`src/rtl/gonso_wb_pkg.sv`:
```
// gonso_wb_pkg: shared definitions for the gonso_wb_regbank register bank.
// Holds the register offsets, the ID constant, the STATUS/CCTRL bit positions,
// the channel region layout and the per-channel FSM state encoding.
package gonso_wb_pkg;

    // Global register offsets (byte offsets from the bank base)
    localparam logic [7:0] OFF_ID       = 8'h00;
    localparam logic [7:0] OFF_CTRL     = 8'h04;
    localparam logic [7:0] OFF_STATUS   = 8'h08;
    localparam logic [7:0] OFF_IRQ_MASK = 8'h0C;

    // Channel region: channel k lives at CHAN_BASE + k*CHAN_STRIDE
    localparam logic [7:0] CHAN_BASE   = 8'h20;
    localparam logic [7:0] CHAN_STRIDE = 8'h10;

    // Offsets inside one channel window
    localparam logic [3:0] COFF_DIN   = 4'h0;
    localparam logic [3:0] COFF_DOUT  = 4'h4;
    localparam logic [3:0] COFF_CCTRL = 4'h8;

    localparam logic [31:0] ID_VALUE = 32'h474F_0200;

    // Bit positions
    localparam int CTRL_EN_BIT      = 0;
    localparam int STATUS_BUSY_LSB  = 16;
    localparam int STATUS_OVR_BIT   = 31;
    localparam int CCTRL_START_BIT  = 0;
    localparam int CCTRL_CONT_BIT   = 1;

    // CH_GAP is the single request-low cycle between back-to-back
    // continuous operations; it always proceeds to CH_BUSY.
    typedef enum logic [1:0] {
        CH_IDLE = 2'd0,
        CH_BUSY = 2'd1,
        CH_GAP  = 2'd2
    } chan_state_e;

    // Expand the four Wishbone byte strobes into a 32-bit bit mask.
    function automatic logic [31:0] lane_mask(input logic [3:0] sel);
        logic [31:0] m;
        for (int b = 0; b < 4; b++) begin
            m[b*8 +: 8] = {8{sel[b]}};
        end
        return m;
    endfunction

endpackage

```
`src/rtl/gonso_wb_chan.sv`:
```
// gonso_wb_chan: one compute-engine channel of gonso_wb_regbank.
// Holds the DIN / DOUT / continuous registers, the done flag and the
// IDLE -> BUSY -> IDLE handshake FSM towards the external engine.
// Ports:
//   clk, rst               clock, asynchronous active-high reset
//   enable_i               global enable from CTRL
//   din_we_i/din_mask_i/din_wdata_i   byte-masked DIN write
//   cctrl_we_i/start_i/cont_i         CCTRL write (byte 0 strobed)
//   done_clr_i             W1C clear of the done flag
//   eng_ack_i/eng_dout_i   engine completion pulse and result
//   eng_req_o/eng_din_o    request and snapshotted operand to the engine
//   din_o, cont_o          current register values
//   dout_nxt_o, busy_nxt_o, done_nxt_o  post-edge values, so a read sampled
//                          on the completion edge already sees the result
//   done_o                 registered done flag (interrupt source)
//   overrun_o              pulse: start written while busy
module gonso_wb_chan
    import gonso_wb_pkg::*;
#(
    parameter int DATA_W = 20
) (
    input  logic              clk,
    input  logic              rst,
    input  logic              enable_i,
    input  logic              din_we_i,
    input  logic [DATA_W-1:0] din_mask_i,
    input  logic [DATA_W-1:0] din_wdata_i,
    input  logic              cctrl_we_i,
    input  logic              start_i,
    input  logic              cont_i,
    input  logic              done_clr_i,
    input  logic              eng_ack_i,
    input  logic [DATA_W-1:0] eng_dout_i,
    output logic              eng_req_o,
    output logic [DATA_W-1:0] eng_din_o,
    output logic [DATA_W-1:0] din_o,
    output logic [DATA_W-1:0] dout_nxt_o,
    output logic              cont_o,
    output logic              busy_nxt_o,
    output logic              done_o,
    output logic              done_nxt_o,
    output logic              overrun_o
);

    chan_state_e       state_q, state_d;
    logic [DATA_W-1:0] din_q, din_d;
    logic [DATA_W-1:0] dout_q, dout_d;
    logic [DATA_W-1:0] eng_din_q, eng_din_d;
    logic              cont_q, cont_d;
    logic              done_q, done_d;

    always_comb begin
        state_d   = state_q;
        din_d     = din_q;
        dout_d    = dout_q;
        eng_din_d = eng_din_q;
        cont_d    = cont_q;
        // clear first so a completion in the same cycle wins
        done_d    = done_q & ~done_clr_i;
        overrun_o = 1'b0;

        if (din_we_i) begin
            din_d = (din_q & ~din_mask_i) | (din_wdata_i & din_mask_i);
        end
        if (cctrl_we_i) begin
            cont_d = cont_i;
        end

        case (state_q)
            CH_IDLE: begin
                if (cctrl_we_i && start_i && enable_i) begin
                    state_d   = CH_BUSY;
                    eng_din_d = din_q;
                end
            end
            CH_BUSY: begin
                if (cctrl_we_i && start_i) begin
                    overrun_o = 1'b1;
                end
                if (eng_ack_i) begin
                    dout_d  = eng_dout_i;
                    done_d  = 1'b1;
                    state_d = (cont_q && enable_i) ? CH_GAP : CH_IDLE;
                end
            end
            CH_GAP: begin
                // fresh snapshot for the next continuous operation
                state_d   = CH_BUSY;
                eng_din_d = din_q;
            end
            default: state_d = CH_IDLE;
        endcase
    end

    always_ff @(posedge clk or posedge rst) begin
        if (rst) begin
            state_q   <= CH_IDLE;
            din_q     <= '0;
            dout_q    <= '0;
            eng_din_q <= '0;
            cont_q    <= 1'b0;
            done_q    <= 1'b0;
        end else begin
            state_q   <= state_d;
            din_q     <= din_d;
            dout_q    <= dout_d;
            eng_din_q <= eng_din_d;
            cont_q    <= cont_d;
            done_q    <= done_d;
        end
    end

    assign eng_req_o  = (state_q == CH_BUSY);
    assign eng_din_o  = eng_din_q;
    assign din_o      = din_q;
    assign dout_nxt_o = dout_d;
    assign cont_o     = cont_q;
    assign busy_nxt_o = (state_d == CH_BUSY);
    assign done_o     = done_q;
    assign done_nxt_o = done_d;

endmodule

```
`src/rtl/gonso_wb_regbank.sv`:
```
// gonso_wb_regbank: Wishbone slave register bank fronting NCH compute-engine
// channels. Top level holds the bus decode, CTRL, STATUS assembly, overrun
// flag and the optional interrupt; each channel is a gonso_wb_chan instance.
// Build option: define GONSO_WB_IRQ_EN to add irq_o and the IRQ_MASK register.
// Ports:
//   clk, rst                 clock, asynchronous active-high reset
//   wbs_cyc_i/stb_i/we_i     Wishbone cycle, strobe, write
//   wbs_adr_i/dat_i/sel_i    byte address, write data, byte lanes
//   wbs_dat_o, wbs_ack_o     registered read data and acknowledge
//   eng_req_o, eng_din_o     per-channel request and operand
//   eng_ack_i, eng_dout_i    per-channel completion pulse and result
//   irq_o                    interrupt (GONSO_WB_IRQ_EN only)
module gonso_wb_regbank
    import gonso_wb_pkg::*;
#(
    parameter int          NCH       = 2,
    parameter int          DATA_W    = 20,
    parameter logic [31:0] BASE_ADDR = 32'h3003_0000
) (
    input  logic                  clk,
    input  logic                  rst,
    input  logic                  wbs_cyc_i,
    input  logic                  wbs_stb_i,
    input  logic                  wbs_we_i,
    input  logic [31:0]           wbs_adr_i,
    input  logic [31:0]           wbs_dat_i,
    input  logic [3:0]            wbs_sel_i,
    output logic [31:0]           wbs_dat_o,
    output logic                  wbs_ack_o,
    output logic [NCH-1:0]        eng_req_o,
    output logic [NCH*DATA_W-1:0] eng_din_o,
    input  logic [NCH-1:0]        eng_ack_i,
    input  logic [NCH*DATA_W-1:0] eng_dout_i
`ifdef GONSO_WB_IRQ_EN
    ,
    output logic                  irq_o
`endif
);

    logic        ack_q, ack_d;
    logic [31:0] dat_q, dat_d;
    logic        en_q, en_d;
    logic        ovr_q, ovr_d;

    logic        valid;
    logic        hit_base;
    logic        bus_wr;
    logic        status_wr;
    logic [7:0]  off;
    logic [31:0] lane_m;
    logic [31:0] rdata;

    logic [NCH-1:0]    chan_hit;
    logic [NCH-1:0]    done_clr;
    logic [NCH-1:0]    chan_cont;
    logic [NCH-1:0]    chan_busy_nxt;
    logic [NCH-1:0]    chan_done_q;
    logic [NCH-1:0]    chan_done_nxt;
    logic [NCH-1:0]    chan_ovr;
    logic [DATA_W-1:0] chan_din      [NCH];
    logic [DATA_W-1:0] chan_dout_nxt [NCH];

    // a held strobe is served again only after ack drops
    assign valid     = wbs_cyc_i & wbs_stb_i & ~ack_q;
    assign hit_base  = (wbs_adr_i[31:8] == BASE_ADDR[31:8]);
    assign off       = wbs_adr_i[7:0];
    assign bus_wr    = valid & wbs_we_i & hit_base;
    assign status_wr = bus_wr & (off == OFF_STATUS);
    assign lane_m    = lane_mask(wbs_sel_i);

    genvar gi;
    generate
        for (gi = 0; gi < NCH; gi++) begin : g_chan
            localparam logic [7:0] CH_OFF = CHAN_BASE + 8'(gi) * CHAN_STRIDE;

            assign chan_hit[gi] = (off[7:4] == CH_OFF[7:4]);
            assign done_clr[gi] = status_wr & wbs_sel_i[0] & wbs_dat_i[gi];

            gonso_wb_chan #(
                .DATA_W (DATA_W)
            ) u_chan (
                .clk         (clk),
                .rst         (rst),
                .enable_i    (en_q),
                .din_we_i    (bus_wr & chan_hit[gi] & (off[3:0] == COFF_DIN)),
                .din_mask_i  (lane_m[DATA_W-1:0]),
                .din_wdata_i (wbs_dat_i[DATA_W-1:0]),
                .cctrl_we_i  (bus_wr & chan_hit[gi] & (off[3:0] == COFF_CCTRL) & wbs_sel_i[0]),
                .start_i     (wbs_dat_i[CCTRL_START_BIT]),
                .cont_i      (wbs_dat_i[CCTRL_CONT_BIT]),
                .done_clr_i  (done_clr[gi]),
                .eng_ack_i   (eng_ack_i[gi]),
                .eng_dout_i  (eng_dout_i[gi*DATA_W +: DATA_W]),
                .eng_req_o   (eng_req_o[gi]),
                .eng_din_o   (eng_din_o[gi*DATA_W +: DATA_W]),
                .din_o       (chan_din[gi]),
                .dout_nxt_o  (chan_dout_nxt[gi]),
                .cont_o      (chan_cont[gi]),
                .busy_nxt_o  (chan_busy_nxt[gi]),
                .done_o      (chan_done_q[gi]),
                .done_nxt_o  (chan_done_nxt[gi]),
                .overrun_o   (chan_ovr[gi])
            );
        end
    endgenerate

`ifdef GONSO_WB_IRQ_EN
    logic [NCH-1:0] mask_q, mask_d;
    logic           irq_q, irq_d;
`endif

    // Read mux. Channel DOUT/busy/done use post-edge values so that an
    // engine completion on the sampling edge is already visible.
    always_comb begin
        rdata = '0;
        if (hit_base) begin
            if (off == OFF_ID) begin
                rdata = ID_VALUE;
            end else if (off == OFF_CTRL) begin
                rdata[CTRL_EN_BIT] = en_q;
            end else if (off == OFF_STATUS) begin
                rdata[NCH-1:0]                = chan_done_nxt;
                rdata[STATUS_BUSY_LSB +: NCH] = chan_busy_nxt;
                rdata[STATUS_OVR_BIT]         = ovr_q;
            end else if (off == OFF_IRQ_MASK) begin
`ifdef GONSO_WB_IRQ_EN
                rdata[NCH-1:0] = mask_q;
`endif
            end else begin
                for (int k = 0; k < NCH; k++) begin
                    if (chan_hit[k]) begin
                        case (off[3:0])
                            COFF_DIN:   rdata[DATA_W-1:0]     = chan_din[k];
                            COFF_DOUT:  rdata[DATA_W-1:0]     = chan_dout_nxt[k];
                            COFF_CCTRL: rdata[CCTRL_CONT_BIT] = chan_cont[k];
                            default:    rdata = '0;
                        endcase
                    end
                end
            end
        end
    end

    always_comb begin
        ack_d = valid;
        dat_d = (valid && !wbs_we_i) ? rdata : '0;

        en_d = en_q;
        if (bus_wr && (off == OFF_CTRL) && wbs_sel_i[0]) begin
            en_d = wbs_dat_i[CTRL_EN_BIT];
        end

        // overrun set takes priority over its W1C
        ovr_d = ovr_q;
        if (status_wr && wbs_sel_i[3] && wbs_dat_i[STATUS_OVR_BIT]) begin
            ovr_d = 1'b0;
        end
        if (|chan_ovr) begin
            ovr_d = 1'b1;
        end
    end

`ifdef GONSO_WB_IRQ_EN
    always_comb begin
        mask_d = mask_q;
        if (bus_wr && (off == OFF_IRQ_MASK) && wbs_sel_i[0]) begin
            mask_d = wbs_dat_i[NCH-1:0];
        end
        irq_d = |(chan_done_q & mask_q);
    end

    always_ff @(posedge clk or posedge rst) begin
        if (rst) begin
            mask_q <= '0;
            irq_q  <= 1'b0;
        end else begin
            mask_q <= mask_d;
            irq_q  <= irq_d;
        end
    end

    assign irq_o = irq_q;
`endif

    always_ff @(posedge clk or posedge rst) begin
        if (rst) begin
            ack_q <= 1'b0;
            dat_q <= '0;
            en_q  <= 1'b0;
            ovr_q <= 1'b0;
        end else begin
            ack_q <= ack_d;
            dat_q <= dat_d;
            en_q  <= en_d;
            ovr_q <= ovr_d;
        end
    end

    assign wbs_ack_o = ack_q;
    assign wbs_dat_o = dat_q;

endmodule

```
`config.mk`:
```
export PLATFORM = sky130hd
export DESIGN_NAME = gonso_wb_regbank
export DESIGN_NICKNAME = d
export VERILOG_FILES = /design/src/rtl/gonso_wb_pkg.sv /design/src/rtl/gonso_wb_chan.sv /design/src/rtl/gonso_wb_regbank.sv
export SDC_FILE = /design/constraint.sdc
export NUM_CORES = 1
export LEC_CHECK = 0
export CAP_MARGIN = 40
export CORE_UTILIZATION = 32
export CTS_CLUSTER_DIAMETER = 40
export DETAILED_ROUTE_END_ITERATION = 16
export PLACE_DENSITY_LB_ADDON = 0.05
export SLEW_MARGIN = 5
export SYNTH_ARGS = -nofsm -noshare
export SYNTH_HDL_FRONTEND = slang
export SYNTH_SLANG_ARGS = --single-unit
```
`constraint.sdc`:
```
create_clock -name clk -period 6.6 [get_ports clk]
set_input_delay 1.32 -clock clk [delete_from_list [all_inputs] [get_ports clk]]
set_output_delay 1.32 -clock clk [all_outputs]
set_load 0.1 [all_outputs]
```
Word level (Yosys, flattened, before mapping)
Cells that the tools add are included.
{ "totals": {"reg_bits": 163, "in_bits": 115, "out_inout_bits": 75, "elab_cells": 126} }
{ "op_classes": {"n_eq_ne": 16, "mux": 45, "bitwise": 27, "n_reduce_logical": 22} }
{ "ops": {"columns": ["op", "count"], "rows": [
  ["two-way mux 32 bit", 5],
  ["two-way mux 20 bit", 7],
  ["case mux 20 bit (2 select lines)", 2],
  ["AND 20 bit", 3],
  ["case mux 18 bit (3 select lines)", 1],
  ["OR 20 bit", 2],
  ["case mux 18 bit (2 select lines)", 1],
  ["two-way mux 31 bit", 1],
  ["== test 24 x 22 -> 1 bit, second input constant", 1],
  ["inverter 20 bit", 1],
  ["AND 1 bit", 18],
  ["== test 8 x 4 -> 1 bit, second input constant", 2],
  ["two-way mux 2 bit", 8],
  ["two-way mux 14 bit", 1],
  ["two-way mux 13 bit", 1],
  ["two-way mux 1 bit", 12],
  ["case mux 2 bit (3 select lines)", 2],
  ["logical AND 1 bit", 11],
  ["case mux 1 bit (3 select lines)", 3],
  ["== test 2 x 1 -> 1 bit, second input constant", 4],
  ["== test 4 x 2 -> 1 bit, second input constant", 2],
  ["== test 8 x 3 -> 1 bit, second input constant", 1],
  ["logical NOT 8 bit", 1],
  ["nonzero test 2 bit", 3],
  ["11 further kinds", 17]
]} }

Longest topological paths before layout
Gate-level depths: netlist of run 1.
{ "depth": {"word_depth": 17, "mapped_depth": 8, "depth_no_buf": 7} }

Modules after synthesis
From an unflattened synthesis of run 1, not the netlist that was laid out.
{ "hier_totals": {"cells_unflattened": 528, "area_unflattened_um2": 7036.7} }
{ "modules_own_cells": {"columns": ["mod", "n_inst", "cells_per_inst", "area_per_inst_um2", "seq_area_each_um2"], "rows": [
  ["gonso_wb_chan", 2, 164, 2568.7, 1601.5],
  ["gonso_wb_regbank", 1, 200, 1899.3, 625.6]
]} }

Worst setup path after synthesis of run 1
Ideal clock, no wire load.
{ "synth_path": {"path_type": "input -> register", "from": "input port wbs_adr_i[18]", "to": "register g_chan[0].u_chan.eng_din_q[0]", "setup_time_ns": 0.125, "arrival_ns": 2.939, "path_slack_ns": 3.535, "cell_stages": 7, "cell_sequence": "nor4_1 nand4_1 nor4_4 a21oi_1 or2_1 buf_6 mux2_4"} }
{ "synth_between": {"elab_chain_len": 9} }
{ "synth_rtl": {"columns": ["item", "line_no", "source"], "rows": [
  ["from (decl)", "gonso_wb_regbank.sv:25", "input logic [31:0] wbs_adr_i,"],
  ["== test 24 x 22 -> 1 bit", "gonso_wb_regbank.sv:65", "assign hit_base = (wbs_adr_i[31:8] == BASE_ADDR[31:8]);"],
  ["AND 1 bit", "gonso_wb_regbank.sv:67", "assign bus_wr = valid & wbs_we_i & hit_base;"],
  ["AND 1 bit (3 in series)", "gonso_wb_regbank.sv:88", ".cctrl_we_i (bus_wr & chan_hit[gi] & (off[3:0] == COFF_CCTRL) & wbs_sel_i[0]),"],
  ["logical AND 1 bit (2 in series)", "gonso_wb_chan.sv:71", "if (cctrl_we_i && start_i && enable_i) begin"],
  ["!= test 2 x 1 -> 1 bit (no source line)", null, null],
  ["AND reduction 2 bit (no source line)", null, null],
  ["to (signal assigned)", "gonso_wb_chan.sv:107", "eng_din_q <= eng_din_d;"],
  ["to (decl)", "gonso_wb_chan.sv:48", "logic [DATA_W-1:0] eng_din_q, eng_din_d;"]
]} }
No other way between the ends.
A chain may end at the register's enable or synchronous reset.

==> flow_metrics.tcl, run 1 <==
set metrics [dict create \
    cp.arrival_ps 4420 \
    clock-sinks 153 \
    dieWidth_um 146 \
    seqPwrFrac 0.445 \
    power_mw 2.15 \
    tritoncts "built" \
    grt_remaining_overflow 0 \
    cp.required_ps 6900 \
    num_antenna_cells 0 \
    synth_edf_count 0 \
    routed_wirelength_um 19100 \
    via_count 5014 \
    layout-drive-gt1-share 0.295 \
    routabilityCongestion 0.838 \
    grt_use_total 0.187 \
    io_pins 190 \
    grt_pass1_vias 5421 \
    initial_core_util 0.328 \
    async_flop_share 1.00 \
    timing.rr.start "wbs_ack_o" \
    netSwitchingPower_mw 0.468 \
    post-dp-hpwl_um 13400 \
    cts_hold_buf 0 \
    synth_area_per_cell_um2 13.4 \
    ys_ff_latch 153 \
    synthMostInstantiatedCell "dfrtp_1" \
    vdd_drop_max_mv 0.182 \
    sw_frac_of_total 0.218 \
    cts-root-buf "clkbuf_16" \
    vias_per_cell 4.92 \
    die_area_um2 21400 \
    area_growth_pct 55.6 \
    place_area_um2 9750 \
    grt_pass1_wl_um 30500 \
    powerDensity_nw_per_um2 207 \
    fin_tns_setup_ps 0 \
    post_cts_buffers 0 \
    cts_resized 0 \
    endpoint_kind "flop" \
    slew_violations 0 \
    maxCapViolations 0 \
    setup_viol 0 \
    clk_pin_slew_ps 60 \
    fp.dieH_um 146 \
    relSlewSlack 0.346 \
    port-buffer-count 172 \
    leakagePower_nw 4.73 \
    clk_path_buf_depth 2 \
    r2r_cells 5 \
    nNetsFinal 852 \
    synth_area_um2 6670 \
    synth_top_area_cell "dfrtp_1" \
    finalHoldViolCount 0 \
    hp-class "flop to flop" \
    fin_crit_sh 0.624 \
    rows 52 \
    yosys_warnings 0 \
    max_slew.worst_pin.slew_ps 973 \
    dr.pass1.iters 4 \
    final_cells 1019 \
    grt_max_degree 67 \
    fin_crit_ps 4120 \
    worstSkewPairLatency_ps 420 \
    cts_buffers 17 \
    holdPathEnd "g_chan[1].u_chan.eng_din_o[12]" \
    fmax_ghz 0.243 \
    yosysUniqueCellTypes 50 \
    synth_cells 498 \
    ys_seq_area_frac 0.574 \
    antenna_found_initial 1 \
    synth_top_area_share 0.574 \
    wl_per_cell_um 18.7 \
    whs_path_depth 1 \
    cp_max_fo 19 \
    outcome "finished, final reports clean" \
    core_um2 20400 \
    drc 0 \
    first_iter_violations 182 \
    clkPwrFrac 0.485 \
    internal_power_mw 1.68 \
    start_kind "input pin" \
    combPwrFrac 0.071 \
    ant_nets 0 \
    yosys_most_used_dff "dfrtp_1" \
    place_inst 988 \
    rsz0062_at_grt "no" \
    hp-start "g_chan[1].u_chan.eng_din_o[12]" \
    synthTopCellsByArea "dfrtp_1 57%, mux2_2 14%, mux2_4 4.5%" \
    crit_type "input pin to flop" \
    final_cell_area_um2 10400 \
    htree_levels 4 \
    synth_common_cells "153 x dfrtp_1, 83 x mux2_2, 25 x nor2_1" \
    fin_skew_ps 7.85 \
    rrSetupSlack_ps 4080 \
]
[power groups by stage]
stage | Sequential (mW) | Combinational [mW] | Clock, mW
after detailed placement | 0.973 | 0.154 | 0
after global routing | 0.957 | 0.165 | 1.11
final | 0.956 | 0.152 | 1.04
after global placement | 0.973 | 0.149 | 0
after floorplan | 0.975 | 0.0648 | 0
after CTS | 0.956 | 0.155 | 1.07
[kinds of logic (layout without fill, tap and decap cells)]
family,after synthesis,count (layout),synth area share
multiplexers,127,127,0.225
AO/OA/AOI/OAI,83,83,0.0932
other,1,6,0.000562
flip-flops,153,153,0.574
AND/OR/NAND/NOR,92,92,0.0737
buffers and inverters,42,288,0.0336
[through the flow]
| step | hold slack, ps | utilization | setup WS [ps] |
|---|---|---|---|
| 3_3_place_gp | 479 | 0.423 | 2030 |
| 3_5_place_dp | 484 | 0.479 | 1990 |
| 2_1_floorplan | 463 | - | 1160 |
| 4_1_cts | 499 | 0.510 | 2420 |
| 5_1_grt | 513 | 0.510 | 2320 |
| 6_report | 495 | 0.510 | 2480 |
[how the worst max path moves through the flow]
stage / from / end / slack [ps] / cells after the start
floorplan: rst / asynchronous set/reset pin / 1160 / 1
global placement: wbs_adr_i[4] / flop / 2030 / 5
detailed placement: wbs_adr_i[4] / flop / 1990 / 5
CTS: wbs_adr_i[4] / flop / 2420 / 5
global route: wbs_adr_i[4] / flop / 2320 / 5
finish: wbs_adr_i[4] / flop / 2480 / 5
[cell usage in the layout, fill, tap and decap left out, types with 3 or more instances in the layout]
cell type / synthesis / layout
clkinv_4: 0 / 3
a22o_1: 15 / 15
dfrtp_1: 153 / 153
o21ai_0: 10 / 10
mux2_2: 83 / 83
a22oi_1: 16 / 16
mux2_4: 20 / 20
a31oi_1: 3 / 3
clkdlybuf4s50_1: 0 / 172
nor2_1: 25 / 23
nand3_1: 6 / 6
buf_4: 12 / 5
bufinv_16: 0 / 4
nor4_1: 6 / 6
clkbuf_16: 0 / 17
nand4_1: 9 / 9
a21oi_1: 10 / 10
nand2b_1: 3 / 3
mux2i_1: 4 / 4
inv_1: 7 / 6
conb_1: 1 / 6
a211o_1: 4 / 4
mux2_1: 20 / 20
a2bb2oi_1: 16 / 16
buf_16: 0 / 5
buf_8: 0 / 65
nand2_1: 24 / 24
[cell type report]
| class | instances | area, um^2 |
|---|---|---|
| Clock buffer | 21 | 460 |
| Clock inverter | 10 | 168 |
| Multi-Input combinational cell | 308 | 2650 |
| Fill cell | 1730 | 9980 |
| Timing Repair Buffer | 249 | 2900 |
| Tap cell | 270 | 338 |
| Sequential cell | 153 | 3830 |
| Inverter | 8 | 35.0 |
[routing by layer]
layer,GRT usage,vias to the layer above,wire length [um]
met5,0,-,11
met2,0.305,164,9120
met3,0.0484,23,1090
li1,-,2287,-
met1,0.245,2538,8590
met4,0.0526,2,281
[worst max-delay path, cell delays in order]
cell and delay, ps:
clkdlybuf4s50_1 950, nand2_2 560, nor3_2 500, nand4_1 590
mux2_2 490
Power figures use the tool's default switching activity.
==> inputs of run 2 (changes only) <==
clock period = 3.8 ns   (was 6.6 ns; I/O delays follow)
==> run 2 against run 1 <==
Sequential share of layout area shrank 0.29 points. Clock skew rose by 0.61 ps. Clock power grew 63%.
==> flow_metrics.tcl, run 2 (synthesis results as in run 1) <==
set metrics [dict create \
    grt-busiest-layer "met2" \
    cpPeakStageDelay_ps 470 \
    slew_violations 0 \
    multi_input_area_um2 2650 \
    fin_tns_setup_ps 0 \
    num-fill-cells 1765 \
    tritoncts "built" \
    routabilityCongestion 0.863 \
    setup_viol 0 \
    final_cell_mix "171 x clkdlybuf4s50_1, 153 x dfrtp_1, 83 x mux2_2, 63 x buf_8, 24 x nand2_1" \
    vdd_drop_max_mv 0.302 \
    fp.dieH_um 146 \
    crit_path_top_delay_cell "or2_2" \
    clk_path_buf_depth 2 \
    rsz0062_at_grt "no" \
    grt_pass1_vias 5388 \
    seqCellArea_um2 3830 \
    final_cells 1035 \
    r2r-end "g_chan[0].u_chan.eng_din_o[8]" \
    htree_levels 4 \
    hp-class "flop to flop" \
    clk_pin_slew_ps 60 \
    power_mw 3.62 \
    powerDensity_nw_per_um2 346 \
    port-buffer-count 172 \
    met2_usage 0.312 \
    dieWidth_um 146 \
    routed_wirelength_um 19400 \
    r2r_cells 7 \
    fin_crit_ps 2980 \
    antenna_found_initial 1 \
    dr.pass1.iters 4 \
    grt_pass1_wl_um 30400 \
    post-dp-hpwl_um 13700 \
    endpoint_kind "flop" \
    core_um2 20400 \
    rrSetupSlack_ps 1480 \
    via_count 4994 \
    crit_chain "clkdlybuf4s50_1, nor4bb_1, nand4_1, nor4_4, a21oi_1, or2_2, buf_16, mux2_4" \
    grt_remaining_overflow 0 \
    grt_max_degree 154 \
    final_cell_area_um2 10500 \
    area_growth_pct 56.9 \
    place_inst 1003 \
    layout-drive-gt1-share 0.312 \
    dp_worst_setup_slack_ps 352 \
    start_kind "input pin" \
    timing.rr.start "wbs_ack_o" \
    cp_max_fo 11 \
    nNetsFinal 867 \
    maxCapViolations 0 \
    initial_core_util 0.328 \
    first_iter_violations 188 \
    whs_path_depth 1 \
    vias_per_cell 4.83 \
    max_slew.worst_pin.slew_ps 1020 \
    die_area_um2 21400 \
    place_area_um2 9870 \
    fin_crit_sh 0.785 \
    holdWs_ps 494 \
    post_cts_buffers 0 \
    num_antenna_cells 0 \
    holdPathEnd "g_chan[0].u_chan.dout_q[3]" \
    grt_use_met3 0.0494 \
    path_buf_inv 2 \
    worstSkewPairLatency_ps 420 \
    cts_resized 0 \
    cp.required_ps 4100 \
    cp_top_family "simple AND/OR/NAND/NOR gates" \
    leakagePower_nw 4.78 \
    final_util 0.514 \
    wl_per_cell_um 18.8 \
    cts-root-buf "clkbuf_16" \
    finalHoldViolCount 0 \
    cts_buffers 17 \
    hp-start "g_chan[0].u_chan.dout_q[3]" \
    fmax_ghz 0.335 \
    io_pins 190 \
    ant_nets 0 \
    global_route.usage.met1 0.245 \
    outcome "finished, final reports clean" \
    cp.arrival_ps 3280 \
    cts_hold_buf 0 \
    crit_type "input pin to flop" \
    relSlewSlack 0.322 \
    fin_skew_ps 8.45 \
    setup_ws_ps 817 \
    drc 0 \
    final_common_cell "clkdlybuf4s50_1" \
    grt_use_total 0.189 \
    rows 52 \
    clock-sinks 153 \
]
[run 2: where the power goes]
group / switching, mW / internal [mW]
Sequential: 0.00584 / 1.65
Clock: 0.703 / 0.992
Combinational: 0.132 / 0.133
Total: 0.840 / 2.78
[run 2: worst max-delay path by stage]
stage	cells past startpoint	end	slack, ps	start
5_1_grt	7	wbs_dat_o[19]	560	wbs_adr_i[16]
4_1_cts	8	g_chan[0].u_chan.eng_din_o[8]	800	wbs_adr_i[16]
3_3_place_gp	7	g_chan[0].u_chan.eng_din_o[5]	350	wbs_adr_i[16]
3_5_place_dp	8	g_chan[0].u_chan.eng_din_o[8]	350	wbs_adr_i[16]
6_report	8	g_chan[0].u_chan.eng_din_o[8]	820	wbs_adr_i[16]
2_1_floorplan	1	asynchronous set/reset pin	1110	rst
[run 2: area by class of cell]
cell class | count | area share
Timing Repair Buffer | 264 | 0.289
Clock inverter | 13 | 0.0139
Multi-Input combinational cell | 308 | 0.253
Clock buffer | 19 | 0.0423
Inverter | 8 | 0.00323
Sequential cell | 153 | 0.366
Tap cell | 270 | 0.0323
[run 2: routing by layer]
layer / vias to the layer above / routed length (um)
li1: 2309 / -
met2: 152 / 9480
met5: - / 0
met3: 18 / 971
met1: 2515 / 8720
met4: 0 / 260
==> inputs of run 3 (changes only) <==
clock period = 2.7 ns   (was 3.8 ns; I/O delays follow)
==> run 3 against run 2 <==
Non-clock buffer count down 41. Largest cell class unchanged. Critical path depth increased by 1. Flip-flop and latch count stayed put. Largest power group is now registers. Combinational power grew 48%. Cell count is 4.0% lower. Critical path type unchanged. Clock skew is 0.91 ps higher.
==> flow_metrics.tcl, run 3 (synthesis results as in run 1) <==
set metrics [dict create \
    cts_buffers 17 \
    fin_crit_sh 0.929 \
    rsz0062_at_grt "no" \
    cts-root-buf "clkbuf_16" \
    clk_path_buf_depth 2 \
    grt_pass1_vias 5255 \
    crit_type "input pin to flop" \
    maxCapViolations 0 \
    fin_skew_ps 9.37 \
    ant_nets 0 \
    finalHoldViolCount 0 \
    grt_max_degree 44 \
    vias_per_cell 4.86 \
    place_area_um2 8870 \
    fp.dieH_um 146 \
    final_cell_area_um2 9420 \
    final_cell_mix "153 x dfrtp_1, 113 x buf_4, 103 x clkdlybuf4s50_1, 83 x mux2_2, 24 x nand2_1" \
    timing.rr.start "wbs_ack_o" \
    dp_worst_setup_slack_ps -232 \
    slew_violations 0 \
    io_pins 190 \
    final_common_cell "dfrtp_1" \
    whs_path_depth 1 \
    final_util 0.463 \
    wl_per_cell_um 19.3 \
    die_area_um2 21400 \
    hp-class "flop to flop" \
    holdPathEnd "g_chan[1].u_chan.eng_din_o[6]" \
    port-buffer-count 172 \
    seqCellArea_um2 3830 \
    outcome "finished, final reports clean" \
    relSlewSlack 0.534 \
    rrSetupSlack_ps 570 \
    num-fill-cells 1887 \
    endpoint_kind "flop" \
    fmax_ghz 0.399 \
    multi_input_area_um2 2650 \
    rows 52 \
    leakagePower_nw 4.54 \
    grt_pass1_wl_um 30100 \
    nNetsFinal 826 \
    setup_ws_ps 192 \
    area_growth_pct 41.2 \
    vdd_drop_max_mv 0.404 \
    routabilityCongestion 0.864 \
    fin_crit_ps 2510 \
    start_kind "input pin" \
    dieWidth_um 146 \
    initial_core_util 0.328 \
    worstSkewPairLatency_ps 410 \
    via_count 4830 \
    htree_levels 4 \
    hp-start "g_chan[1].u_chan.eng_din_o[6]" \
    post_cts_buffers 0 \
    clock-sinks 153 \
    drc 0 \
    cp_max_fo 8 \
    max_slew.worst_pin.slew_ps 697 \
    cp.arrival_ps 2800 \
    r2r-end "g_chan[1].u_chan.eng_din_o[17]" \
    core_um2 20400 \
    layout-drive-gt1-share 0.366 \
    dr.pass1.iters 4 \
    routed_wirelength_um 19200 \
    grt_use_total 0.187 \
    setup_viol 0 \
    post-dp-hpwl_um 14000 \
    power_mw 4.98 \
    cts_resized 0 \
    tritoncts "built" \
    first_iter_violations 182 \
    antenna_found_initial 0 \
    clk_pin_slew_ps 60 \
    cts_hold_buf 0 \
    r2r_cells 7 \
    cp.required_ps 2990 \
    powerDensity_nw_per_um2 529 \
    num_antenna_cells 0 \
    grt_remaining_overflow 0 \
]
[run 3: worst max-delay path, stage by stage]
cell,delay (ps)
clkdlybuf4s50_1,450
nor4bb_1,280
buf_4,160
nand3_1,190
nor3_2,240
a21oi_1,90
or2_1,300
buf_4,220
mux2_1,320
[run 3: how the worst max path moves through the flow]
| stage | start | end | slack, ps | depth (start not counted) |
|---|---|---|---|---|
| finish | wbs_adr_i[28] | g_chan[1].u_chan.eng_din_o[17] | 190 | 9 |
| global route | wbs_adr_i[23] | g_chan[1].u_chan.eng_din_o[13] | 30 | 8 |
| CTS | wbs_adr_i[28] | g_chan[1].u_chan.eng_din_o[17] | 200 | 9 |
| detailed placement | wbs_adr_i[23] | g_chan[1].u_chan.eng_din_o[17] | -230 | 8 |
| floorplan | rst | asynchronous set/reset pin | 230 | 1 |
| global placement | wbs_adr_i[28] | g_chan[1].u_chan.eng_din_o[11] | -250 | 9 |
[run 3: stage by stage]
step,hold slack [ps],std cells,setup TNS [ps]
6_report,495,994,0
3_3_place_gp,479,962,-11990
3_5_place_dp,482,962,-11300
4_1_cts,496,994,0
2_1_floorplan,463,503,0
5_1_grt,507,994,0
[run 3: power breakdown]
group	switching (mW)	internal, mW	total [mW]
Combinational	0.191	0.200	0.392
Sequential	0.00863	2.33	2.34
Clock	0.938	1.31	2.25
[run 3: layer usage]
layer | up-vias | global-route usage | routed length (um)
li1 | 2234 | - | -
met1 | 2442 | 0.246 | 8680
met2 | 143 | 0.305 | 9300
met3 | 11 | 0.0506 | 1070
met4 | 0 | 0.0495 | 177
met5 | - | 0 | 0
[run 3: area by class of cell]
class	count	area share
clock buffer	21	0.0489
clock inverter	11	0.0101
inverter	8	0.00359
multi-input combinational	308	0.281
sequential	153	0.406
tap	270	0.0359
timing repair buffer	223	0.214
